## config.mk

```make
export PLATFORM = sky130hd
export DESIGN_NAME = tx_frame_arbiter
export DESIGN_NICKNAME = d
export VERILOG_FILES = /design/src/rtl/tx_arb_pkg.sv /design/src/rtl/rr_arbiter.sv /design/src/rtl/tx_frame_arbiter.sv
export SDC_FILE = /design/constraint.sdc
export NUM_CORES = 1
export LEC_CHECK = 0
export CORE_MARGIN = 1.5
export CORE_UTILIZATION = 53
export CTS_CLUSTER_DIAMETER = 60
export CTS_CLUSTER_SIZE = 25
export DETAILED_ROUTE_END_ITERATION = 10
export HOLD_SLACK_MARGIN = 0.03
export PLACE_DENSITY = 0.85
export SETUP_SLACK_MARGIN = 0.05
export SYNTH_ARGS = -nofsm -noshare
export SYNTH_HDL_FRONTEND = slang
export SYNTH_HIERARCHICAL = 1
export SYNTH_SLANG_ARGS = --single-unit
```

## constraint.sdc

```tcl
create_clock -name CLK_TX -period 5.75 [get_ports CLK_TX]
set_input_delay 1.15 -clock CLK_TX [delete_from_list [all_inputs] [get_ports CLK_TX]]
set_output_delay 1.15 -clock CLK_TX [all_outputs]
set_load 0.05 [all_outputs]
```

## src/rtl/tx_arb_pkg.sv

```systemverilog
// Shared types and helpers for the TX frame arbiter.
package tx_arb_pkg;

   localparam int BYTE_W = 8;

   typedef enum logic [2:0] {
      IDLE,
      WAIT_ACK,
      STREAM,
      FLUSH,
      GAP
   } arb_state_t;

   function automatic int idx_w(input int n);
      return (n > 1) ? $clog2(n) : 1;
   endfunction

endpackage

```

## src/rtl/rr_arbiter.sv

```systemverilog
// Rotating-priority picker: search begins one past the last winner.
module rr_arbiter
   import tx_arb_pkg::*;
#(
   parameter int NUM_SRC = 2,
   parameter int IW      = idx_w(NUM_SRC)
) (
   input  logic [NUM_SRC-1:0] req,
   input  logic [IW-1:0]      ptr,
   output logic               gnt_valid,
   output logic [IW-1:0]      gnt_idx
);

   int cand;

   always_comb begin
      gnt_valid = 1'b0;
      gnt_idx   = '0;
      cand      = 0;
      for (int k = 1; k <= NUM_SRC; k++) begin
         cand = (int'(ptr) + k) % NUM_SRC;
         if (!gnt_valid && req[IW'(cand)]) begin
            gnt_valid = 1'b1;
            gnt_idx   = IW'(cand);
         end
      end
   end

endmodule

```

## src/rtl/tx_frame_arbiter.sv

```systemverilog
// Frame-granular round-robin arbiter in front of the MAC TX byte port.
// state    | meaning
// IDLE     | no grant; pick a requester when ENABLE is high
// WAIT_ACK | granted source presented to MAC, waiting for start-of-frame ACK
// STREAM   | bytes flowing, counting toward the truncation limit
// FLUSH    | frame truncated; swallow source bytes until its VALID drops
// GAP      | enforced idle time between frames
module tx_frame_arbiter
   import tx_arb_pkg::*;
#(
   parameter int NUM_SRC         = 2,
   parameter int IFG_CYCLES      = 12,
   parameter int MAX_FRAME_BYTES = 1518,
   parameter int CNT_W           = 16
) (
   input  logic                        CLK_TX,
   input  logic                        ARESET,
   input  logic                        ENABLE,
   input  logic [NUM_SRC-1:0]          SRC_DATA_VALID,
   input  logic [NUM_SRC*BYTE_W-1:0]   SRC_DATA,
   output logic [NUM_SRC-1:0]          SRC_DATA_ACK,
   output logic                        MAC_DATA_VALID,
   output logic [BYTE_W-1:0]           MAC_DATA,
   input  logic                        MAC_DATA_ACK,
   output logic [$clog2(NUM_SRC)-1:0]  GRANT_IDX,
   output logic                        BUSY,
   output logic [NUM_SRC*CNT_W-1:0]    FRAME_CNT,
   output logic                        OVERSIZE_ERR
);

   localparam int IW  = idx_w(NUM_SRC);
   localparam int BCW = $clog2(MAX_FRAME_BYTES + 1);
   localparam int GW  = (IFG_CYCLES > 1) ? $clog2(IFG_CYCLES) : 1;

   arb_state_t          state, state_nxt;
   logic [IW-1:0]       grant_q, ptr_q, gnt_idx;
   logic                gnt_valid;
   logic [BCW-1:0]      byte_cnt;
   logic [GW-1:0]       gap_cnt;
   logic [CNT_W-1:0]    frame_cnt_q [NUM_SRC];
   logic [BYTE_W-1:0]   src_bytes [NUM_SRC];
   logic                src_valid_g;
   logic                take_grant, load_byte, inc_byte, cnt_frame, load_gap, dec_gap;

   rr_arbiter #(.NUM_SRC(NUM_SRC), .IW(IW)) u_rr (
      .req       (SRC_DATA_VALID),
      .ptr       (ptr_q),
      .gnt_valid (gnt_valid),
      .gnt_idx   (gnt_idx)
   );

   always_comb begin
      for (int i = 0; i < NUM_SRC; i++) begin
         src_bytes[i]                 = SRC_DATA[i*BYTE_W +: BYTE_W];
         FRAME_CNT[i*CNT_W +: CNT_W]  = frame_cnt_q[i];
      end
   end

   assign src_valid_g = SRC_DATA_VALID[grant_q];
   assign GRANT_IDX   = grant_q;
   assign BUSY        = (state != IDLE);

   always_comb begin
      state_nxt      = state;
      MAC_DATA_VALID = 1'b0;
      MAC_DATA       = '0;
      SRC_DATA_ACK   = '0;
      OVERSIZE_ERR   = 1'b0;
      take_grant     = 1'b0;
      load_byte      = 1'b0;
      inc_byte       = 1'b0;
      cnt_frame      = 1'b0;
      load_gap       = 1'b0;
      dec_gap        = 1'b0;
      unique case (state)
         IDLE: begin
            if (ENABLE && gnt_valid) begin
               take_grant = 1'b1;
               state_nxt  = WAIT_ACK;
            end
         end
         WAIT_ACK: begin
            MAC_DATA_VALID = src_valid_g;
            MAC_DATA       = src_bytes[grant_q];
            if (!src_valid_g) begin
               state_nxt = IDLE;
            end else if (MAC_DATA_ACK) begin
               SRC_DATA_ACK[grant_q] = 1'b1;
               load_byte             = 1'b1;
               state_nxt             = STREAM;
            end
         end
         STREAM: begin
            MAC_DATA_VALID = src_valid_g;
            MAC_DATA       = src_bytes[grant_q];
            if (!src_valid_g) begin
               cnt_frame = 1'b1;
               load_gap  = (IFG_CYCLES != 0);
               state_nxt = (IFG_CYCLES != 0) ? GAP : IDLE;
            end else if (byte_cnt == BCW'(MAX_FRAME_BYTES)) begin
               // the byte offered this cycle would exceed the limit, so hide it
               MAC_DATA_VALID = 1'b0;
               MAC_DATA       = '0;
               OVERSIZE_ERR   = 1'b1;
               state_nxt      = FLUSH;
            end else begin
               inc_byte = 1'b1;
            end
         end
         FLUSH: begin
            if (!src_valid_g) begin
               load_gap  = (IFG_CYCLES != 0);
               state_nxt = (IFG_CYCLES != 0) ? GAP : IDLE;
            end
         end
         GAP: begin
            if (gap_cnt == '0) state_nxt = IDLE;
            else               dec_gap   = 1'b1;
         end
         default: state_nxt = IDLE;
      endcase
   end

   always_ff @(posedge CLK_TX or posedge ARESET) begin
      if (ARESET) begin
         state    <= IDLE;
         grant_q  <= '0;
         ptr_q    <= IW'(NUM_SRC - 1);
         byte_cnt <= '0;
         gap_cnt  <= '0;
         for (int i = 0; i < NUM_SRC; i++) frame_cnt_q[i] <= '0;
      end else begin
         state <= state_nxt;
         if (take_grant) begin
            grant_q <= gnt_idx;
            ptr_q   <= gnt_idx;
         end
         if (load_byte)     byte_cnt <= BCW'(1);
         else if (inc_byte) byte_cnt <= byte_cnt + 1'b1;
         if (load_gap)      gap_cnt  <= GW'(IFG_CYCLES - 1);
         else if (dec_gap)  gap_cnt  <= gap_cnt - 1'b1;
         if (cnt_frame)     frame_cnt_q[grant_q] <= frame_cnt_q[grant_q] + 1'b1;
      end
   end

endmodule

```

Yosys cells after proc, flatten, opt, wreduce, memory -nomap -nowiden
Index checks and enable logic that the tools add are counted.
{ "totals": {"reg_bits": 52, "latch_bits": 0, "mem_bits_rw": 0, "romBits": 0, "elab_cells": 97, "memories": 0} }
{ "classes": {"addsub": 5, "mul": 0, "div": 0, "n_lt_le_gt_ge": 6, "eq_ne": 10, "shift": 0, "n_mux": 56, "bitwise": 1, "n_reduce_logical": 12} }
{ "ops": {"columns": ["cell", "count"], "rows": [
  ["16-bit two-way mux", 4],
  ["8-bit two-way mux", 5],
  ["32-bit bitwise mux", 1],
  ["1-bit two-way mux", 27],
  ["11-bit two-way mux", 2],
  ["3-bit two-way mux", 7],
  ["16-bit by 1-bit adder with 16-bit output (second input constant)", 1],
  ["16-bit demux with 1-bit select", 1],
  ["8-bit case mux with 2 select lines", 1],
  ["3-bit case mux with 5 select lines", 1],
  ["11-bit by 1-bit adder with 11-bit output (second input constant)", 1],
  ["11-bit == test (second input constant)", 1],
  ["4-bit two-way mux", 2],
  ["3-bit by 2-bit == test with 1-bit output (second input constant)", 2],
  ["1-bit by 3-bit less-than comparator with 1-bit output (second input constant)", 2],
  ["2-bit two-way mux", 3],
  ["2-bit inequality test (second input constant)", 3],
  ["3-bit inequality test (second input constant)", 2],
  ["5-bit AND reduction", 1],
  ["1-bit logical AND", 4],
  ["4-bit zero test", 1],
  ["2-bit nonzero test", 2],
  ["4-bit by 1-bit subtractor with 4-bit output (second input constant)", 1],
  ["3-bit by 1-bit == test with 1-bit output (second input constant)", 1],
  ["13 further kinds", 14]
]} }

Depth between registers and ports, before layout
Gate-level depths: netlist (run 1).
{ "depth": {"depth_word": 11, "ltp_mapped": 8, "ltp_nobuf": 6} }

By module
Netlist (run 1), hierarchy kept.
{ "by_module_without_submodules": {"columns": ["mod", "instances", "cells_per_inst", "area_each_um2", "seq_area_each_um2"], "rows": [
  ["tx_frame_arbiter", 1, 273, 2783.9, 1302.5],
  ["rr_arbiter", 1, 2, 21.3, 0.0]
]} }

Least setup slack after synthesis (run 1)
No wires, ideal clock.
{ "synth_timing": {"path_type": "flip-flop to output port", "startpoint": "reg grant_q, in the netlist GRANT_IDX", "endpoint": "out SRC_DATA_ACK[0]", "arrival_ns": 3.114, "required_time_ns": 4.600, "setup_slack_ns": 1.486, "stages_incl_launch_ff": 6, "path_buffers": 4, "path_cell_list": "dfrtp_1 > buf_2 > buf_2 > buf_1 > buf_2 > nor4b_1"} }
{ "synth_between": {"elab_chain_cells": 7, "elab_cells_between_ends": 10} }
{ "synth_lines": {"columns": ["element", "line", "rtl"], "rows": [
  ["start, declared", "tx_frame_arbiter.sv:36", "logic [IW-1:0] grant_q, ptr_q, gnt_idx;"],
  ["start signal, assigned", "tx_frame_arbiter.sv:135", "grant_q <= gnt_idx;"],
  ["1-bit by 2-bit less-than comparator with 1-bit output (not written as such) / 1-bit >= comparator (equally long branches)", "tx_frame_arbiter.sv:88", "SRC_DATA_ACK[grant_q] = 1'b1;"],
  ["1-bit logical AND (not written as such)", "tx_frame_arbiter.sv:88", null],
  ["1-bit two-way mux (not written as such)", "tx_frame_arbiter.sv:88", null],
  ["1-bit demux with 1-bit select", "tx_frame_arbiter.sv:88", null],
  ["2-bit two-way mux", "tx_frame_arbiter.sv:87", "end else if (MAC_DATA_ACK) begin"],
  ["2-bit two-way mux *", "tx_frame_arbiter.sv:85", "if (!src_valid_g) begin"],
  ["2-bit two-way mux *", "tx_frame_arbiter.sv:75", "unique case (state)"],
  ["end, declared", "tx_frame_arbiter.sv:21", "output logic [NUM_SRC-1:0] SRC_DATA_ACK,"]
]} }
Every way passes the cells marked *; elsewhere a longest branch is shown, timed or not. The select of a mux whose other input is x is not followed.

Worst setup path after layout (run 1)
{ "layout_timing": {"startpoint": "in SRC_DATA_VALID[0]", "endpoint": "out MAC_DATA_VALID"} }
{ "layout_between": {"elab_chain_cells": 4} }
{ "layout_lines": {"columns": ["element", "line", "rtl"], "rows": [
  ["start, declared", "tx_frame_arbiter.sv:19", "input logic [NUM_SRC-1:0] SRC_DATA_VALID,"],
  ["1-bit two-way mux (not written as such) * (2 in series)", "tx_frame_arbiter.sv:59", "assign src_valid_g = SRC_DATA_VALID[grant_q];"],
  ["1-bit two-way mux", "tx_frame_arbiter.sv:96", "if (!src_valid_g) begin"],
  ["1-bit case mux with 2 select lines *", "tx_frame_arbiter.sv:75", null],
  ["end, declared", "tx_frame_arbiter.sv:22", "output logic MAC_DATA_VALID,"]
]} }
Marked as above.

==> results.txt, run 1 <==
----------------------------------------------------
[Run status]
  Run status ... completed

[Floorplan]
  Floorplan die width ... 75.75 µm
  Initial cell density of the core ... 0.5492
  Core box area ... 5107 µm²
  Floorplan die height ... 75.75 µm
  Number of top-level pins ... 68
  Row Count ... 26
  Area enclosed by the die boundary ... 5738 µm²

[Clock tree]
  Clock slew at the register clock pins of the worst setup and hold paths ... 0.09 ns
  Number of sinks driven by the clock tree ... 52
  Clock tree from TritonCTS ... yes
  Later-pin clock latency in the skew report ... 0.30 ns
  Count of H-tree levels built during CTS ... 2
  Post-CTS sizing ... 0
  Total clock buffers created by CTS ... 5
  Maximum buffer depth of the clock tree ... 2
  Post-CTS Hold Fix Bufs ... 0
  Root Driver ... clkbuf_8
  Number of buffers inserted to repair setup after CTS ... 0

[Power]
  Logic pwr share ... 0.434
  Net switching power figure ... 0.5680 mW
  Int Pwr ... 0.7795 mW
  Worst vdd rail ir drop ... 0.2818 mV
  Leakage power total ... 1.491 nW
  Clock power frac ... 0.187
  PwrDens ... 371.4 nW/µm²
  Sw frac ... 0.4215
  Power share of the sequential group ... 0.379

[Route]
  DR DRC count ... 0
  Routed wirelength normalized by instance count ... 15.69 µm
  Residual antenna-violating net count after detailed routing ... 0
  Detailed router's first-iteration violation count ... 184
  Post-DR vias/cell ... 5.712
  Wire length after detailed routing ... 6432 µm
  Number of vias in the routed layout ... 2342
  Router iterations before antenna repair ... 4

[Logic synthesis]
  Post-synthesis sequential area ratio ... 0.4643
  Prevailing post-synth register cell ... dfrtp_1
  Post-synthesis net count ... 301
  Proportion of register bits with asynchronous set or reset after synthesis ... 1.000
  Most used standard cell by instance count after synthesis ... dfrtp_1
  Count of flip-flops with a built-in enable after synthesis ... 0
  Post-synthesis average cell area ... 10.20 µm²
  Post-Synthesis Cells ... 275
  Number of distinct library cells after synthesis ... 50
  Syn. warnings ... 6
  Synth top area cells ... dfrtp_1 (45%), xnor2_1 (8.4%), mux2i_1 (4.6%)
  Synth top cells by count ... dfrtp_1 (51), xnor2_1 (27), nand2_1 (25)
  Mapped Area ... 2805 µm²
  Library cell with the largest summed area after synthesis ... dfrtp_1
  Number of register bits inferred by synthesis ... 52
  Share of the synthesized area in the top cell type ... 0.4550

[STA]
  Upper clock frequency limit ... 213.9 MHz
  Part of the cycle the worst path needs ... 0.8131
  Setup repair after global routing missed its margin ... false
  Post-Route Skew ... 0.004636 ns
  Clock period minus worst slack ... 4.676 ns
  Worst-Margin Slew ... 1.092 ns
  Worst slack on hold paths ... 0.4736 ns
  Pins Over Slew Limit ... 0
  Worst slew margin relative to its limit ... 0.2619
  Final setup TNS ... 0 ns
  Final setup violating endpoints ... 0
  Hold Fails Final Rpt ... 0

[GRT]
  Routing usage on met3 ... 0.05952
  GR met1 Demand/Resource ... 0.3091
  Via count of the first global-routing pass ... 2253
  Met2 Track Usage GR ... 0.3990
  Antenna violations before repair ... 0
  Most heavily used metal layer in global routing ... met2
  First-pass GRT wire length ... 10580 µm
  GRT Util Overall ... 0.2453
  Congestion Overflow GR ... 0
  Pin count of the biggest net entering global routing ... 53

[Layout]
  Footprint of the flip-flops and latches ... 1303 µm²
  Area of all placed cells without fillers ... 3628 µm²
  Util after Layout ... 0.7104
  Layout Nets ... 365
  Area of combinational cells with multiple inputs ... 1411 µm²
  Layout overhead on the synthesized area ... 29.35%
  Diode insertion count for antenna repair ... 0
  Filler cell count ... 392
  Share of layout cells above drive strength 1 ... 0.07059

[Worst setup path]
  Critical path class ... in2out
  Reg2reg path depth ... 6
  Largest fanout of any net on the critical path ... 8
  Data required time at the worst endpoint ... 4.60 ns
  Critical path endpoint category ... primary output
  Startpoint Class ... primary input
  Critical Path AT ... 3.53 ns

[Worst hold path]
  Class of the tightest hold or removal check ... reg2reg
  Hold depth ... 1

[Placement]
  Post-DP HPWL ... 4751 µm
  Final weighted congestion in routability-driven placement ... 0.8486
  Total of buffers placed on input and output ports ... 67
  Placed inst area ... 3517 µm²

[Run]
  Max-capacitance violation count ... 0

----------------------------------------------------
[cell type report]
class | instances | share of cell area
inverter | 8 | 0.008276
clock buffer | 6 | 0.02000
timing repair buffer | 69 | 0.1890
multi-input combinational | 203 | 0.3890
sequential | 52 | 0.3590
clock inverter | 2 | 0.01069
tap | 70 | 0.02414
[sequential cells by signal, summed over array words and instances, names as in the netlist]
name       count
state          3
byte_cnt      11
gap_cnt        4
GRANT_IDX      1
ptr_q          1
FRAME_CNT     32
[cell usage in the layout (no fill, tap or decap), types with 3 or more instances in the layout]
master / n
clkdlybuf4s50_1: 67
dfrtp_1: 51
xnor2_1: 27
nand2_1: 25
nand4_1: 16
nor2_1: 16
nand3_1: 15
mux2i_1: 13
nor3_1: 7
inv_1: 7
o21ai_0: 7
xor2_1: 7
mux2_2: 6
o31ai_1: 5
o211ai_1: 5
clkbuf_8: 5
nand3b_1: 4
or3_1: 4
ha_1: 4
o311ai_0: 3
a21oi_1: 3
nand2b_1: 3
nor4b_1: 3
[final timing paths]
| check | start | end | slack (ns) |
|---|---|---|---|
| min in group asynchronous | ARESET | FRAME_CNT[10]$_DFFE_PP0P_ | 1.40 |
| max in group asynchronous | ARESET | gap_cnt[2]$_DFFE_PP0P_ | 3.73 |
| min | FRAME_CNT[31]$_DFFE_PP0P_ | FRAME_CNT[31]$_DFFE_PP0P_ | 0.47 |
| max | SRC_DATA_VALID[0] | MAC_DATA_VALID | 1.07 |
| min reg2reg | FRAME_CNT[31]$_DFFE_PP0P_ | FRAME_CNT[31]$_DFFE_PP0P_ | 0.47 |
| max reg2reg | GRANT_IDX$_DFFE_PP0P_ | FRAME_CNT[30]$_DFFE_PP0P_ | 2.71 |
[cells by family after synthesis]
| group | count (synthesis) | synth area share |
|---|---|---|
| AND/OR/NAND/NOR | 113 | 0.2261 |
| flip-flops | 52 | 0.4643 |
| XOR/XNOR | 34 | 0.1062 |
| AO/OA/AOI/OAI | 33 | 0.08252 |
| buffers and inverters | 20 | 0.03256 |
| multiplexers | 19 | 0.07047 |
| adder cells (fa/ha/maj) | 4 | 0.01784 |
[power by group through the flow]
stage / Sequential [mW] / Clock (mW) / Combinational (mW)
floorplan: 0.543 / 0 / 0.387
global placement: 0.512 / 0 / 0.574
detailed placement: 0.515 / 0 / 0.585
CTS: 0.508 / 0.256 / 0.588
global route: 0.523 / 0.273 / 0.629
finish: 0.510 / 0.252 / 0.585
[critical path, cell delays in order]
cell and delay (ns):
clkdlybuf4s50_1 0.63, mux2_2 0.29, nand2_1 0.14, or2_2 0.38, o21ai_0 0.10, clkdlybuf4s50_1 0.83
[stage by stage]
stage / std cells / power [mW] / worst slack [ns]
final: 410 / 1.348 / 1.074
after global routing: 410 / 1.425 / 0.9513
after CTS: 410 / 1.352 / 1.093
after detailed placement: 402 / 1.100 / 1.125
after global placement: 402 / 1.086 / 1.152
after floorplan: 275 / 0.9300 / 1.486
[per-layer routing]
| metal | wire length [µm] | share of wire |
|---|---|---|
| met4 | 168 | 0.026 |
| met2 | 3203 | 0.50 |
| met1 | 2714 | 0.42 |
| met3 | 345 | 0.054 |
| met5 | 0 | 0 |
Note: power is estimated with default switching activity, not from simulation.
==> run 2: changes to the inputs <==
--- a/config.mk
+++ b/config.mk
@@ -6,12 +6,12 @@
 export NUM_CORES = 1
 export LEC_CHECK = 0
 export CORE_MARGIN = 1.5
-export CORE_UTILIZATION = 53
+export CORE_UTILIZATION = 45
 export CTS_CLUSTER_DIAMETER = 60
 export CTS_CLUSTER_SIZE = 25
 export DETAILED_ROUTE_END_ITERATION = 10
 export HOLD_SLACK_MARGIN = 0.03
-export PLACE_DENSITY = 0.85
+export PLACE_DENSITY = 0.77
 export SETUP_SLACK_MARGIN = 0.05
 export SYNTH_ARGS = -nofsm -noshare
 export SYNTH_HDL_FRONTEND = slang
==> constraint.sdc (replaced) <==
create_clock -name CLK_TX -period 3.92 [get_ports CLK_TX]
set_input_delay 0.784 -clock CLK_TX [delete_from_list [all_inputs] [get_ports CLK_TX]]
set_output_delay 0.784 -clock CLK_TX [all_outputs]
set_load 0.05 [all_outputs]
==> run 2 against run 1 <==
Non-clock buffer count up 2. Sequential share of layout area barely moved. Sequential power increased by 47%. Critical path type is now reg2out. Largest cell class unchanged. Largest power group unchanged.
==> results.txt, run 2 (synthesis results as in run 1) <==
----------------------------------------------------
[Run status]
  Run status ... completed

[Route]
  Router iterations before antenna repair ... 4 (unchanged)
  DR DRC count ... 0 (unchanged)
  Number of vias in the routed layout ... 2275 (-2.9%)
  Residual antenna-violating net count after detailed routing ... 0 (unchanged)
  Routed wirelength normalized by instance count ... 14.39 µm (-8.3%)
  Detailed router's first-iteration violation count ... 136 (-26%)
  Wire length after detailed routing ... 5999 µm (-6.7%)
  Post-DR vias/cell ... 5.456 (-4.5%)

[Layout]
  Layout Nets ... 367 (+0.55%)
  Layout overhead on the synthesized area ... 29.44% (about the same)
  Filler cell count ... 521 (+33%)
  Share of layout cells above drive strength 1 ... 0.1082 (+0.03760)
  Top library cells by usage in the layout, fill and taps aside ... clkdlybuf4s50_1 (58), dfrtp_1 (51), xnor2_1 (27)
  Largest register FFs ... 32 (unchanged)
  Diode insertion count for antenna repair ... 0 (unchanged)
  Area of all placed cells without fillers ... 3631 µm² (about the same)
  Final standard cell count with taps included and fillers excluded ... 417 (+1.7%)
  Commonest non-fill, non-tap cell in the layout ... clkdlybuf4s50_1

[Clock tree]
  Clock tree from TritonCTS ... yes
  Root Driver ... clkbuf_8
  Later-pin clock latency in the skew report ... 0.30 ns (about the same)
  Clock slew at the register clock pins of the worst setup and hold paths ... 0.10 ns (about the same)
  Number of buffers inserted to repair setup after CTS ... 0 (unchanged)
  Total clock buffers created by CTS ... 5 (unchanged)
  Count of H-tree levels built during CTS ... 2 (unchanged)
  Number of sinks driven by the clock tree ... 52 (unchanged)
  Maximum buffer depth of the clock tree ... 2 (unchanged)
  Post-CTS Hold Fix Bufs ... 0 (unchanged)
  Post-CTS sizing ... 0 (unchanged)

[Worst setup path]
  Startpoint Class ... register
  R2r startpoint ... GRANT_IDX$_DFFE_PP0P_
  Critical path endpoint category ... primary output
  Crit-path cells ... inv_1 -> ha_1 -> nand4_1 -> nor3_1 -> and3_1 -> clkdlybuf4s50_1
  Largest stage delay on the critical path ... 0.81 ns (-0.02 ns)
  Critical Path AT ... 2.68 ns (-0.85 ns)
  Data required time at the worst endpoint ... 3.14 ns (-1.46 ns)
  Largest fanout of any net on the critical path ... 7 (-1)
  Critical path class ... reg2out
  Worst path slowest cell ... clkdlybuf4s50_1
  Endpoint of the worst-slack reg-to-reg timing path ... FRAME_CNT[30]$_DFFE_PP0P_
  R2R setup slack ... 1.47 ns (-1.24 ns)
  Reg2reg path depth ... 7 (+1)

[STA]
  Pins Over Slew Limit ... 0 (unchanged)
  Setup repair after global routing missed its margin ... false
  Worst-Margin Slew ... 1.049 ns (-0.04257 ns)
  Upper clock frequency limit ... 288.5 MHz
  Hold Fails Final Rpt ... 0 (unchanged)
  Post-Route Skew ... 0.008083 ns (+0.003446 ns)
  Clock period minus worst slack ... 3.466 ns
  Worst slew margin relative to its limit ... 0.2996 (+0.03762)
  Final setup violating endpoints ... 0 (unchanged)
  Part of the cycle the worst path needs ... 0.8843
  Final setup TNS ... 0 ns (unchanged)

[Placement]
  Inst Count DP ... 409 (+1.7%)
  Total of buffers placed on input and output ports ... 67 (unchanged)
  Placed inst area ... 3535 µm² (+0.50%)
  Post-DP HPWL ... 4492 µm (-5.5%)
  Final weighted congestion in routability-driven placement ... 0.7710 (-9.1%)

[Floorplan]
  Row Count ... 28 (+7.7%)
  Floorplan die width ... 81.96 µm (+8.2%)
  Core box area ... 5956 µm² (+17%)
  Initial cell density of the core ... 0.4710 (-0.07823)
  Floorplan die height ... 81.96 µm (+8.2%)
  Area enclosed by the die boundary ... 6717 µm² (+17%)
  Number of top-level pins ... 68 (unchanged)

[Power]
  Worst vdd rail ir drop ... 0.4347 mV (+54%)
  Leakage power total ... 1.519 nW (+1.8%)
  PwrDens ... 529.5 nW/µm² (+43%)
  Total power after layout ... 1.923 mW (+43%)

[Worst hold path]
  Hold depth ... 1 (unchanged)
  Startpoint of the tightest hold check path ... FRAME_CNT[15]$_DFFE_PP0P_
  Class of the tightest hold or removal check ... reg2reg
  Endpoint with the worst hold slack ... FRAME_CNT[15]$_DFFE_PP0P_

[GRT]
  Most heavily used metal layer in global routing ... met2
  Congestion Overflow GR ... 0 (unchanged)
  Antenna violations before repair ... 0 (unchanged)
  Pin count of the biggest net entering global routing ... 53 (unchanged)
  Via count of the first global-routing pass ... 2187 (-2.9%)
  Routing usage on met3 ... 0.04333 (-0.01619)
  First-pass GRT wire length ... 10150 µm (-4.1%)
  GR met1 Demand/Resource ... 0.2500 (-0.05906)
  GRT Util Overall ... 0.1960 (-0.04929)
  Met2 Track Usage GR ... 0.3352 (-0.06379)

[Run]
  Max-capacitance violation count ... 0 (unchanged)

----------------------------------------------------
==> run 2: cell types whose count changed in the layout (fill, tap and decap cells not counted) <==
cell	before	now
buf_4	2	12
clkdlybuf4s50_1	67	58
buf_12	0	1
bufinv_16	1	0
clkbuf_1	1	0
clkbuf_8	5	6
clkinv_2	0	1
nor4b_1	3	2
nor4b_2	0	1
==> run 2: worst max path at each step <==
stage	slack [ns]	start	cells past startpoint	to
5_1_grt	0.26	byte_cnt[0]$_DFFE_PP0P_	6	OVERSIZE_ERR
6_report	0.45	byte_cnt[0]$_DFFE_PP0P_	6	OVERSIZE_ERR
4_1_cts	0.45	SRC_DATA_VALID[0]	4	OVERSIZE_ERR
3_3_place_gp	0.48	SRC_DATA_VALID[0]	4	OVERSIZE_ERR
3_5_place_dp	0.47	SRC_DATA_VALID[0]	4	OVERSIZE_ERR
2_1_floorplan	0.26	GRANT_IDX$_DFFE_PP0P_	6	SRC_DATA_ACK[1]
==> run 2: through the flow <==
step	hold WS, ns	worst slack [ns]	util
finish	0.4807	0.4535	0.6097
global route	0.4890	0.2585	0.6097
CTS	0.4837	0.4538	0.6097
detailed placement	0.4685	0.4663	0.5935
global placement	0.4613	0.4803	0.5935
floorplan	0.4451	0.2597	-
==> run 2: layout make-up <==
type | instances | area, µm² | share of cell area
clock inverters | 2 | 13.76 | 0.003790
inverters | 8 | 30.03 | 0.008270
multi-input cells | 203 | 1418 | 0.3904
flip-flops and latches | 52 | 1303 | 0.3587
well taps | 75 | 93.84 | 0.02584
repair buffers | 71 | 690.7 | 0.1902
clock buffers | 6 | 82.58 | 0.02274
==> run 2: critical path, delay by kind of cell (launching register included) <==
family                   cells  cell delay [ns]
AND/OR/NAND/NOR              3             0.89
buffers and inverters        2             0.90
adder cells (fa/ha/maj)      1             0.15
flip-flops                   1             0.44
==> run 2: report_power, final <==
part | internal, mW | switching, mW
Clock | 0.145 | 0.176
Sequential | 0.620 | 0.131
Combinational | 0.327 | 0.524
==> run 2: layer usage <==
layer / vias to the layer above / routed length, µm
met4: 0 / 15
met3: 2 / 272
li1: 1123 / -
met1: 1086 / 2700
met5: - / 0
met2: 64 / 3011
==> variant: new RTL, settings of run 2 <==
Change the parameter `IFG_CYCLES` from 12 to 13.
--- a/src/rtl/tx_frame_arbiter.sv
+++ b/src/rtl/tx_frame_arbiter.sv
@@ -10,5 +10,5 @@
 #(
    parameter int NUM_SRC         = 2,
-   parameter int IFG_CYCLES      = 12,
+   parameter int IFG_CYCLES      = 13,
    parameter int MAX_FRAME_BYTES = 1518,
    parameter int CNT_W           = 16
Check against the original RTL: no difference found for any inputs over 4 cycles, from zero or initial values and one cycle with ARESET high; that may be too few to reach the edited logic, so the function may still have changed.
==> variant against run 2 <==
Sequential cell count unchanged; setup slack worse by 18 ps; synthesized area up 0.13%; routed wire length up 7.8%; cell area up 0.14%; sequential share of layout area about the same; clock skew up 5.0 ps; power up 0.64%; critical path type is now input port to primary output; largest power group unchanged.
==> variant: results (changes against run 2) <==
[hold_path]
hp-class = flip-flop to flip-flop  ; unchanged
holdPathStages = 1  ; unchanged
hold_path.startpoint = FRAME_CNT[15]  ; unchanged

[global_routing]
grt_pass1_vias = 2207  ; was 2187
grt_use_total = 0.2052  ; was 0.1960
grt_pass1_wl_um = 10670  ; was 10150 um
antenna_found_initial = 0  ; unchanged

[logic_synthesis]
yosysWarningCount = 6  ; unchanged
yosys.area_share.adder = 0.01782  ; was 0.01784
synth-xor-area-share = 0.1029  ; was 0.1062
yosysUniqueCellTypes = 53  ; was 50
netlist_top_cells_count = 51 x dfrtp_1, 26 x xnor2_1, 23 x nand2_1  ; was 51 x dfrtp_1, 27 x xnor2_1, 25 x nand2_1
synth-compound-area-share = 0.08330  ; was 0.08252
syn_avg_cell_area_um2 = 10.21  ; was 10.20 um2
syn-num-nets = 301  ; unchanged
yosys-top-cells-area = dfrtp_1 45%, xnor2_1 8.1%, mux2i_1 5.0%  ; was dfrtp_1 45%, xnor2_1 8.4%, mux2i_1 4.6%
seq_area_frac_synth = 0.4637  ; was 0.4643
muxShareOfSynthArea = 0.07394  ; was 0.07047

[cts]
htreeDepth = 2  ; unchanged
insertion_delay_ps = 310
cts_buffers = 5  ; unchanged
ctsResizeCount = 0  ; unchanged
post_cts_buffers = 0  ; unchanged

[critical_path]
arrival_ps = 2700  ; was 2680 ps
crit_fanout = 8  ; was 7
r2r_slack_ps = 1420  ; was 1470 ps
r2r_cells = 5  ; was 7
slowest_delay_ps = 800
reg2reg_from = GRANT_IDX  ; unchanged
rr_endpoint = FRAME_CNT[31]  ; was FRAME_CNT[30]

[cells_and_area]
layout-drive-gt1-share = 0.1050  ; was 0.1082
fillers = 497  ; was 521
diodes = 0  ; unchanged
final_nets = 368  ; was 367

[placement]
dp_slack_ps = 440.6  ; was 466.3 ps
place_hpwl_um = 4705  ; was 4492 um
dp.cells = 410  ; was 409
place_area_um2 = 3547  ; was 3535 um2
gp_congestion = 0.8045  ; was 0.7710
io_buffers = 67  ; unchanged

[pwr]
p_leak_nw = 1.520  ; was 1.519 nW
irDropWorstVdd_mv = 0.4140  ; was 0.4347 mV

[drt]
wl_per_cell_um = 15.48  ; was 14.39 um
drt_iter0_markers = 95  ; was 136
wirelength_um = 6469  ; was 5999 um
via_per_inst = 5.510  ; was 5.456

[run_status]
status = finished clean  ; unchanged

[sta]
relSlewSlack = 0.2973  ; was 0.2996
skew_ps = 13.08  ; was 8.083 ps
finalCriticalPeriod_ps = 3484  ; was 3466 ps

[variant: per-layer routing]
| layer | share of wire | up-vias | track usage |
|---|---|---|---|
| met5 | 0 | - | 0 |
| met4 | 0.011 | 0 | 0.04746 |
| met3 | 0.038 | 10 | 0.03333 |
| met2 | 0.48 | 53 | 0.3410 |
| met1 | 0.47 | 1104 | 0.2797 |
| li1 | - | 1136 | - |
[variant: kinds of logic (layout without fill, tap and decap cells)]
group                    Yosys count  in the layout
adder cells (fa/ha/maj)            4              4
flip-flops                        52             52
AO/OA/AOI/OAI                     33             33
buffers and inverters             21             89
XOR/XNOR                          33             33
AND/OR/NAND/NOR                  112            112
multiplexers                      20             20
[variant: final cells by class]
class | instances | area share
Tap cell | 75 | 0.02581
Multi-Input combinational cell | 202 | 0.3902
Sequential cell | 52 | 0.3582
Inverter | 9 | 0.009291
Timing Repair Buffer | 72 | 0.1920
Clock inverter | 2 | 0.004473
Clock buffer | 6 | 0.01996
[variant: worst max path at each step]
stage,cells after the start,to,from
detailed placement,7,MAC_DATA[7],SRC_DATA_VALID[0]
CTS,4,OVERSIZE_ERR,SRC_DATA_VALID[0]
finish,4,OVERSIZE_ERR,SRC_DATA_VALID[0]
global placement,4,OVERSIZE_ERR,SRC_DATA_VALID[0]
floorplan,6,SRC_DATA_ACK[1],GRANT_IDX
global route,7,MAC_DATA[2],SRC_DATA_VALID[0]
[variant: metrics by stage]
step	hold slack (ps)	power (mW)	util
after floorplan	445.1	1.377	-
after global placement	463.6	1.616	0.5921
after detailed placement	471.4	1.637	0.5921
after CTS	487.6	1.945	0.6069
after global routing	504.0	2.043	0.6069
final	485.4	1.935	0.6069
[variant: where the power goes]
group	internal [mW]	switching, mW
sequential	0.621	0.110
combinational	0.336	0.558
clock	0.127	0.182
total	1.08	0.850
